==> config.mk <==
export PLATFORM = sky130hd
export DESIGN_NAME = cache_ctrl
export DESIGN_NICKNAME = d
export VERILOG_FILES = /design/src/rtl/ctrl_types_pkg.sv /design/src/rtl/cache_entry_array.sv /design/src/rtl/cache_ctrl.sv
export SDC_FILE = /design/constraint.sdc
export NUM_CORES = 2
export LEC_CHECK = 0
export CORE_UTILIZATION = 55
export CTS_CLUSTER_SIZE = 30
export DETAILED_ROUTE_END_ITERATION = 7
export PLACE_DENSITY = 0.86
export SLEW_MARGIN = 10
export SYNTH_ARGS = -nofsm -noshare
export SYNTH_HDL_FRONTEND = slang
export SYNTH_SLANG_ARGS = --single-unit
==> constraint.sdc <==
create_clock -name clk -period 23 [get_ports clk]
set_clock_uncertainty 0.05 [all_clocks]
set_input_delay 2.3 -clock clk [delete_from_list [all_inputs] [get_ports clk]]
set_output_delay 2.3 -clock clk [all_outputs]
set_load 0.01 [all_outputs]
==> src/rtl/ctrl_types_pkg.sv <==
// Shared types for the cache controller: request opcodes and FSM states.
// Imported by cache_ctrl and its testbench.
package ctrl_types_pkg;

  typedef enum logic [1:0] {
    OP_GET = 2'd0,
    OP_PUT = 2'd1,
    OP_DEL = 2'd2,
    OP_RSV = 2'd3
  } ctrl_op_e;

  typedef enum logic [1:0] {
    IDLE    = 2'd0,
    LOOKUP  = 2'd1,
    UPDATE  = 2'd2,
    RESPOND = 2'd3
  } ctrl_state_e;

endpackage

==> src/rtl/cache_entry_array.sv <==
// Key/value/valid storage: one indexed async read port, one write port
// (sets valid), one per-entry valid clear. Ports: i_rd_*, o_rd_*, i_we/i_wr_*, i_clr*.
module cache_entry_array #(
  parameter int KW = 64,
  parameter int VW = 128,
  parameter int N  = 8
) (
  input  logic                 clk,
  input  logic                 rst,
  input  logic [$clog2(N)-1:0] i_rd_idx,
  output logic [KW-1:0]        o_rd_key,
  output logic [VW-1:0]        o_rd_value,
  output logic                 o_rd_valid,
  input  logic                 i_we,
  input  logic [$clog2(N)-1:0] i_wr_idx,
  input  logic [KW-1:0]        i_wr_key,
  input  logic [VW-1:0]        i_wr_value,
  input  logic                 i_clr,
  input  logic [$clog2(N)-1:0] i_clr_idx
);

  logic [KW-1:0] r_key   [N];
  logic [VW-1:0] r_value [N];
  logic [N-1:0]  r_valid;

  always_ff @(posedge clk or posedge rst) begin
    if (rst) begin
      r_valid <= '0;
    end else begin
      if (i_we)  r_valid[i_wr_idx]  <= 1'b1;
      if (i_clr) r_valid[i_clr_idx] <= 1'b0;
    end
  end

  // Payload needs no reset: an entry is meaningless until valid is set.
  always_ff @(posedge clk) begin
    if (i_we) begin
      r_key[i_wr_idx]   <= i_wr_key;
      r_value[i_wr_idx] <= i_wr_value;
    end
  end

  assign o_rd_key   = r_key[i_rd_idx];
  assign o_rd_value = r_value[i_rd_idx];
  assign o_rd_valid = r_valid[i_rd_idx];

endmodule

==> src/rtl/cache_ctrl.sv <==
// Key/value cache controller: GET/PUT/DEL via valid/ready request and
// response handshakes, linear scan one entry per cycle.
// Ports: clk, rst, req_*, resp_*, occupancy;
// stat_hits/stat_misses only when CACHE_CTRL_STATS_EN is defined.
module cache_ctrl
  import ctrl_types_pkg::*;
#(
  parameter int ARCHITECTURE = 64,
  parameter int NUM_ENTRIES  = 8
) (
  input  logic                          clk,
  input  logic                          rst,
  input  logic                          req_valid,
  output logic                          req_ready,
  input  logic [1:0]                    req_op,
  input  logic [ARCHITECTURE-1:0]       req_key,
  input  logic [2*ARCHITECTURE-1:0]     req_value,
  output logic                          resp_valid,
  input  logic                          resp_ready,
  output logic                          resp_hit,
  output logic                          resp_error,
  output logic [2*ARCHITECTURE-1:0]     resp_value,
  output logic [$clog2(NUM_ENTRIES):0]  occupancy
`ifdef CACHE_CTRL_STATS_EN
  ,
  output logic [31:0]                   stat_hits,
  output logic [31:0]                   stat_misses
`endif
);

  localparam int KW = ARCHITECTURE;
  localparam int VW = 2 * ARCHITECTURE;
  localparam int IW = $clog2(NUM_ENTRIES);

  ctrl_state_e   r_state, w_next;
  ctrl_op_e      r_op;
  logic [KW-1:0] r_key;
  logic [VW-1:0] r_wdata;
  logic [VW-1:0] r_value;
  logic [IW-1:0] r_idx, r_match_idx, r_free_idx;
  logic          r_free_found, r_hit, r_err;
  logic [IW:0]   r_occ;

  logic [KW-1:0] w_rd_key;
  logic [VW-1:0] w_rd_value;
  logic          w_rd_valid, w_match, w_last, w_accept;
  logic          w_we, w_clr;
  logic [IW-1:0] w_widx;

  cache_entry_array #(.KW(KW), .VW(VW), .N(NUM_ENTRIES)) u_array (
    .clk        (clk),
    .rst        (rst),
    .i_rd_idx   (r_idx),
    .o_rd_key   (w_rd_key),
    .o_rd_value (w_rd_value),
    .o_rd_valid (w_rd_valid),
    .i_we       (w_we),
    .i_wr_idx   (w_widx),
    .i_wr_key   (r_key),
    .i_wr_value (r_wdata),
    .i_clr      (w_clr),
    .i_clr_idx  (r_match_idx)
  );

  assign w_match  = w_rd_valid && (w_rd_key == r_key);
  assign w_last   = (r_idx == IW'(NUM_ENTRIES - 1));
  assign w_accept = req_valid && (r_state == IDLE);

  always_ff @(posedge clk or posedge rst) begin
    if (rst) r_state <= IDLE;
    else     r_state <= w_next;
  end

  always_comb begin
    w_next = r_state;
    w_we   = 1'b0;
    w_clr  = 1'b0;
    w_widx = r_match_idx;
    unique case (r_state)
      IDLE: begin
        if (req_valid)
          w_next = (req_op == OP_RSV) ? RESPOND : LOOKUP;
      end
      LOOKUP: begin
        if (w_match || w_last)
          w_next = (r_op == OP_GET) ? RESPOND : UPDATE;
      end
      UPDATE: begin
        w_next = RESPOND;
        if (r_op == OP_PUT) begin
          if (r_hit) begin
            w_we = 1'b1;
          end else if (r_free_found) begin
            w_we   = 1'b1;
            w_widx = r_free_idx;
          end
        end else if (r_op == OP_DEL) begin
          w_clr = r_hit;
        end
      end
      RESPOND: begin
        if (resp_ready) w_next = IDLE;
      end
      default: w_next = IDLE;
    endcase
  end

  always_ff @(posedge clk or posedge rst) begin
    if (rst) begin
      r_op         <= OP_GET;
      r_key        <= '0;
      r_wdata      <= '0;
      r_value      <= '0;
      r_idx        <= '0;
      r_match_idx  <= '0;
      r_free_idx   <= '0;
      r_free_found <= 1'b0;
      r_hit        <= 1'b0;
      r_err        <= 1'b0;
      r_occ        <= '0;
    end else if (w_accept) begin
      r_op         <= ctrl_op_e'(req_op);
      r_key        <= req_key;
      r_wdata      <= req_value;
      r_value      <= '0;
      r_idx        <= '0;
      r_free_found <= 1'b0;
      r_free_idx   <= '0;
      r_hit        <= 1'b0;
      r_err        <= (req_op == OP_RSV);
    end else if (r_state == LOOKUP) begin
      // Only the first free slot is kept, so PUT fills lowest index.
      if (!w_rd_valid && !r_free_found) begin
        r_free_found <= 1'b1;
        r_free_idx   <= r_idx;
      end
      if (w_match) begin
        r_hit       <= 1'b1;
        r_match_idx <= r_idx;
        if (r_op == OP_GET) r_value <= w_rd_value;
      end else begin
        r_idx <= r_idx + IW'(1);
      end
    end else if (r_state == UPDATE) begin
      if (r_op == OP_PUT && !r_hit && !r_free_found)
        r_err <= 1'b1;
      if (w_we && !r_hit) r_occ <= r_occ + (IW+1)'(1);
      if (w_clr)          r_occ <= r_occ - (IW+1)'(1);
    end
  end

  assign req_ready  = (r_state == IDLE);
  assign resp_valid = (r_state == RESPOND);
  assign resp_hit   = resp_valid && r_hit;
  assign resp_error = resp_valid && r_err;
  assign resp_value = resp_valid ? r_value : '0;
  assign occupancy  = r_occ;

`ifdef CACHE_CTRL_STATS_EN
  logic [31:0] r_hits, r_misses;
  logic        w_get_done;

  assign w_get_done = resp_valid && resp_ready && (r_op == OP_GET);

  always_ff @(posedge clk or posedge rst) begin
    if (rst) begin
      r_hits   <= '0;
      r_misses <= '0;
    end else if (w_get_done) begin
      if (r_hit && r_hits != '1)      r_hits   <= r_hits + 32'd1;
      if (!r_hit && r_misses != '1)   r_misses <= r_misses + 32'd1;
    end
  end

  assign stat_hits   = r_hits;
  assign stat_misses = r_misses;
`endif

endmodule

==> results.tsv <==
metric	value	unit
status	finished, final reports clean	
starting utilization of the core area	55.4	%
endpoint required time on the critical path	23.65	ns
reg-to-reg critical path endpoint	r_value[82]$_DFFE_PP0P_	
vias in the first global route	40696	
gate count after technology mapping	4141	
RSZ-0062 raised after global routing	false	
commonest cells after routing, fill and taps aside	sky130_fd_sc_hd__edfxtp_1 (1,536), sky130_fd_sc_hd__nand2_1 (870), sky130_fd_sc_hd__mux4_2 (349), sky130_fd_sc_hd__dfrtp_1 (345), sky130_fd_sc_hd__clkdlybuf4s50_1 (333)	
fraction of synthesized area in multiplexers	16.0	%
Max VDD drop	88.5	uV
cts repair resizes	0	
PwrDens	118	mW/mm^2
setup slack of the worst register-to-register path	15.57	ns
number of hold violations in the final report	0	
Netlist Area Pre-Place	0.0739	sq mm
number of placed instances with taps included	6087	
TritonCTS clock tree	yes	
Final min period	7.43	ns
R2R cell count	12	
total global routing overflow	0	
slew at the pin closest to its max-slew limit	1.17	ns
synthesized-area fraction occupied by ao, oa, aoi and oai cells	0.953	%
Most common cell on crit path	sky130_fd_sc_hd__buf_4	
wire length of the first global-routing pass	249000	um
clock sinks	1884	
async set-or-reset flop fraction in the synthesized netlist	18.5	%
clock buffer depth	3	
Detailed Routing Iterations Pass 1	6	
standard cell core area	0.133	sq mm
dominant combinational cell family by area after synthesis	multiplexers	
WHS Endpoint	u_array.r_valid[5]$_DFF_PP0_	
post-DR vias/cell	6.04	
post-synthesis adder-cell area fraction	0.162	%
hold bufs inserted after CTS	0	
count of input and output buffers	333	
area growth from synthesis to final layout	15.0	%
final sum of negative setup slack	0	ns
type of destination of the critical path	register	
slew margin rel.	22.3	%
antenna violations before repair	8	
Max Slew Vio Count	0	
height of the chip	369	um
routed length per instance	25.8	um
crit share post-route	32.3	%
Layout Nets	4709	
CP Data Arrival Time	8.07	ns
Peak Freq	0.135	GHz
flop and latch count out of synthesis	1884	
maximum fanout along the worst path	56	
Seq/Total Area, Yosys	74.2	%
# DRC	0	
kind of cell adding the most delay to the critical path	buffers and inverters	
post-synth top area cell	sky130_fd_sc_hd__edfxtp_1	
H-Tree Level Count	4	
startpoint of the worst-slack reg-to-reg timing path	r_idx[1]$_DFFE_PP0P_	
most common library cell in the layout ignoring fill and taps	sky130_fd_sc_hd__edfxtp_1	
Hold Path Origin	u_array.r_valid[5]$_DFF_PP0_	
number of synthesis warnings	0	
final setup violating endpoints	0	
count of flip-flops with a built-in enable after synthesis	1536	
count of cell types in the netlist	55	
max capacitance violation total	0	
area fraction in and, or, nand and nor cells after synthesis	6.54	%
average instance area after synthesis	17.9	sq um
reported leakage power	0.0310	uW
Crit Path Category	register to register	
area share of the leading cell type in the synthesized netlist	62.4	%
width of the chip	369	um
site row count	134	
final wirelength	166000	um
predominant post-synthesis flop cell	sky130_fd_sc_hd__edfxtp_1	
least setup slack across all paths after layout	15.57	ns
die outline area	0.136	sq mm
critical path's slowest cell	sky130_fd_sc_hd__or4_4	
Num CTS Buffers	181	
Placement Setup Slack	15.56	ns
Sequential Area	0.0548	sq mm
xor/xnor share of the synthesized area	0.628	%
layout cell share with drive strength beyond 1	18.2	%
number of top-level pins	334	
clock latency reported for the late side of the worst-skew pair	0.82	ns
fillcell total	8689	
max incr delay on CP	0.96	ns
placed wire-length estimate	89200	um
total routing usage reported by global routing	24.7	%
Multi-input gate area	0.0181	sq mm
Bufs and invs on worst path	4	
final weighted congestion of routability-driven global placement	0.809	
Worst setup SP type	register	
post-CTS repair timing setup buffer count	0	
depth of the worst hold-timing path	1	
largest net degree at the start of global routing	116	
antenna violation net count after detailed routing	0	
dominant cells by area after synthesis	sky130_fd_sc_hd__edfxtp_1 (62%), sky130_fd_sc_hd__dfrtp_1 (12%), sky130_fd_sc_hd__mux4_2 (11%), sky130_fd_sc_hd__nand2_1 (4.4%), sky130_fd_sc_hd__mux2i_1 (3.3%)	
Root Buffer Master	sky130_fd_sc_hd__clkbuf_16	
worst hold path type	register to register	
DR iter-0 viols	4090	
count of vias placed by the detailed router	38821	
final std cells w/o fill	6430	
Synthesized Nets	4348	
clock edge transition at the registers on the reported setup and hold paths	0.06	ns
critical path, cell by cell	buf_4 > buf_4 > buf_4 > mux4_2 > mux2i_1 > xnor2_1 > nor4_1 > nand4_1 > or4_1 > or4_4 > buf_4 > mux2i_1	
-- stage by stage --
step | hold WS, ns | power, uW | area, sq um | utilization (%)
global route | 0.455 | 10400 | 85000 | 63.7
finish | 0.447 | 10000 | 85000 | 63.7
CTS | 0.447 | 10100 | 85000 | 63.7
floorplan | 0.415 | 6420 | 73900 | -
detailed placement | 0.421 | 7130 | 79000 | 59.2
global placement | 0.415 | 7020 | 79000 | 59.2
-- where the power goes --
| part | switching (uW) | internal (uW) | leakage, uW | total, uW |
|---|---|---|---|---|
| logic | 1220 | 1090 | 0.00959 | 2320 |
| clock network | 1280 | 1680 | 0.00293 | 2960 |
| registers | 473 | 4280 | 0.0185 | 4760 |
-- metal layers --
metal	up-vias	wire (um)	part of all wire [%]	global-route usage (%)
met3	318	13500	8.1	5.14
met2	1885	82600	50	40.4
met5	-	41	0.025	0
li1	16476	-	-	-
met4	6	5540	3.3	9.33
met1	20136	64500	39	32.8
-- how the worst max path moves through the flow --
| stage | from | endpoint | slack, ns | cells past startpoint |
|---|---|---|---|---|
| 3_5_place_dp | r_idx[1]$_DFFE_PP0P_ | r_value[119]$_DFFE_PP0P_ | 15.56 | 12 |
| 4_1_cts | r_idx[1]$_DFFE_PP0P_ | r_value[82]$_DFFE_PP0P_ | 15.44 | 12 |
| 5_1_grt | r_idx[1]$_DFFE_PP0P_ | r_value[82]$_DFFE_PP0P_ | 15.15 | 12 |
| 2_1_floorplan | rst | occupancy[0]$_DFFE_PP0P_ | 11.00 | 1 |
| 3_3_place_gp | r_idx[1]$_DFFE_PP0P_ | r_value[79]$_DFFE_PP0P_ | 15.66 | 12 |
| 6_report | r_idx[1]$_DFFE_PP0P_ | r_value[82]$_DFFE_PP0P_ | 15.57 | 12 |
-- worst reg2reg max path, cell delays in order, from the launching register on --
cell	delay [ns]
sky130_fd_sc_hd__dfrtp_4	0.65
sky130_fd_sc_hd__buf_4	0.68
sky130_fd_sc_hd__buf_4	0.83
sky130_fd_sc_hd__buf_4	0.81
sky130_fd_sc_hd__mux4_2	0.61
sky130_fd_sc_hd__mux2i_1	0.18
sky130_fd_sc_hd__xnor2_1	0.10
sky130_fd_sc_hd__nor4_1	0.31
sky130_fd_sc_hd__nand4_1	0.25
sky130_fd_sc_hd__or4_1	0.80
sky130_fd_sc_hd__or4_4	0.97
sky130_fd_sc_hd__buf_4	0.65
sky130_fd_sc_hd__mux2i_1	0.44
-- cell families (layout without fill, tap and decap cells) --
group,count (synthesis),count (layout)
DFF,1884,1884
AOI/OAI and AO/OA,96,96
buffers and inverters,236,753
xor gates and xnor gates,53,53
and+or+nand+nor,1132,1132
other,0,4
adders and majority gates,9,9
muxes,731,731
-- cell usage after synthesis, drive strengths merged (2+ instances only) --
library cell  number
edfxtp          1536
nand2            871
mux4             349
dfrtp            348
mux2i            246
clkbuf           146
mux2             136
and2             134
buf               77
nor2              36
xnor2             32
xor2              21
a22oi             19
inv               13
a22o              11
nand2b            11
nand3             11
nand4             11
a21oi             10
o21ai              9
a31oi              8
ha                 8
nand3b             8
or4                8
a221oi             7
nor2b              7
nor3               7
and3               6
nor4               6
a21o               5
o22ai              5
and4               4
o32a               4
a2111oi            3
o211ai             3
o21a               3
or3                3
a32oi              2
nand4b             2
nor3b              2
o2111ai            2
o31a               2
-- final cells by class --
cell class | count | share of cell area (%)
Clock buffer | 249 | 5.99
Sequential cell | 1884 | 64.5
Tap cell | 1768 | 2.60
Clock inverter | 90 | 1.03
Antenna cell | 4 | 0.0118
Inverter | 13 | 0.0662
Multi-Input combinational cell | 2021 | 21.2
Timing Repair Buffer | 401 | 4.55
-- flip-flops by register name, summed over array words and instances (netlist names) --
register	cells
occupancy	4
r_err	1
r_free_found	1
r_free_idx	3
r_hit	1
r_idx	3
r_key	64
r_match_idx	3
r_op	2
r_state	2
r_value	128
r_wdata	128
u_array.r_key	512
u_array.r_valid	8
u_array.r_value	1024
Note: power is estimated with default switching activity, not from simulation.
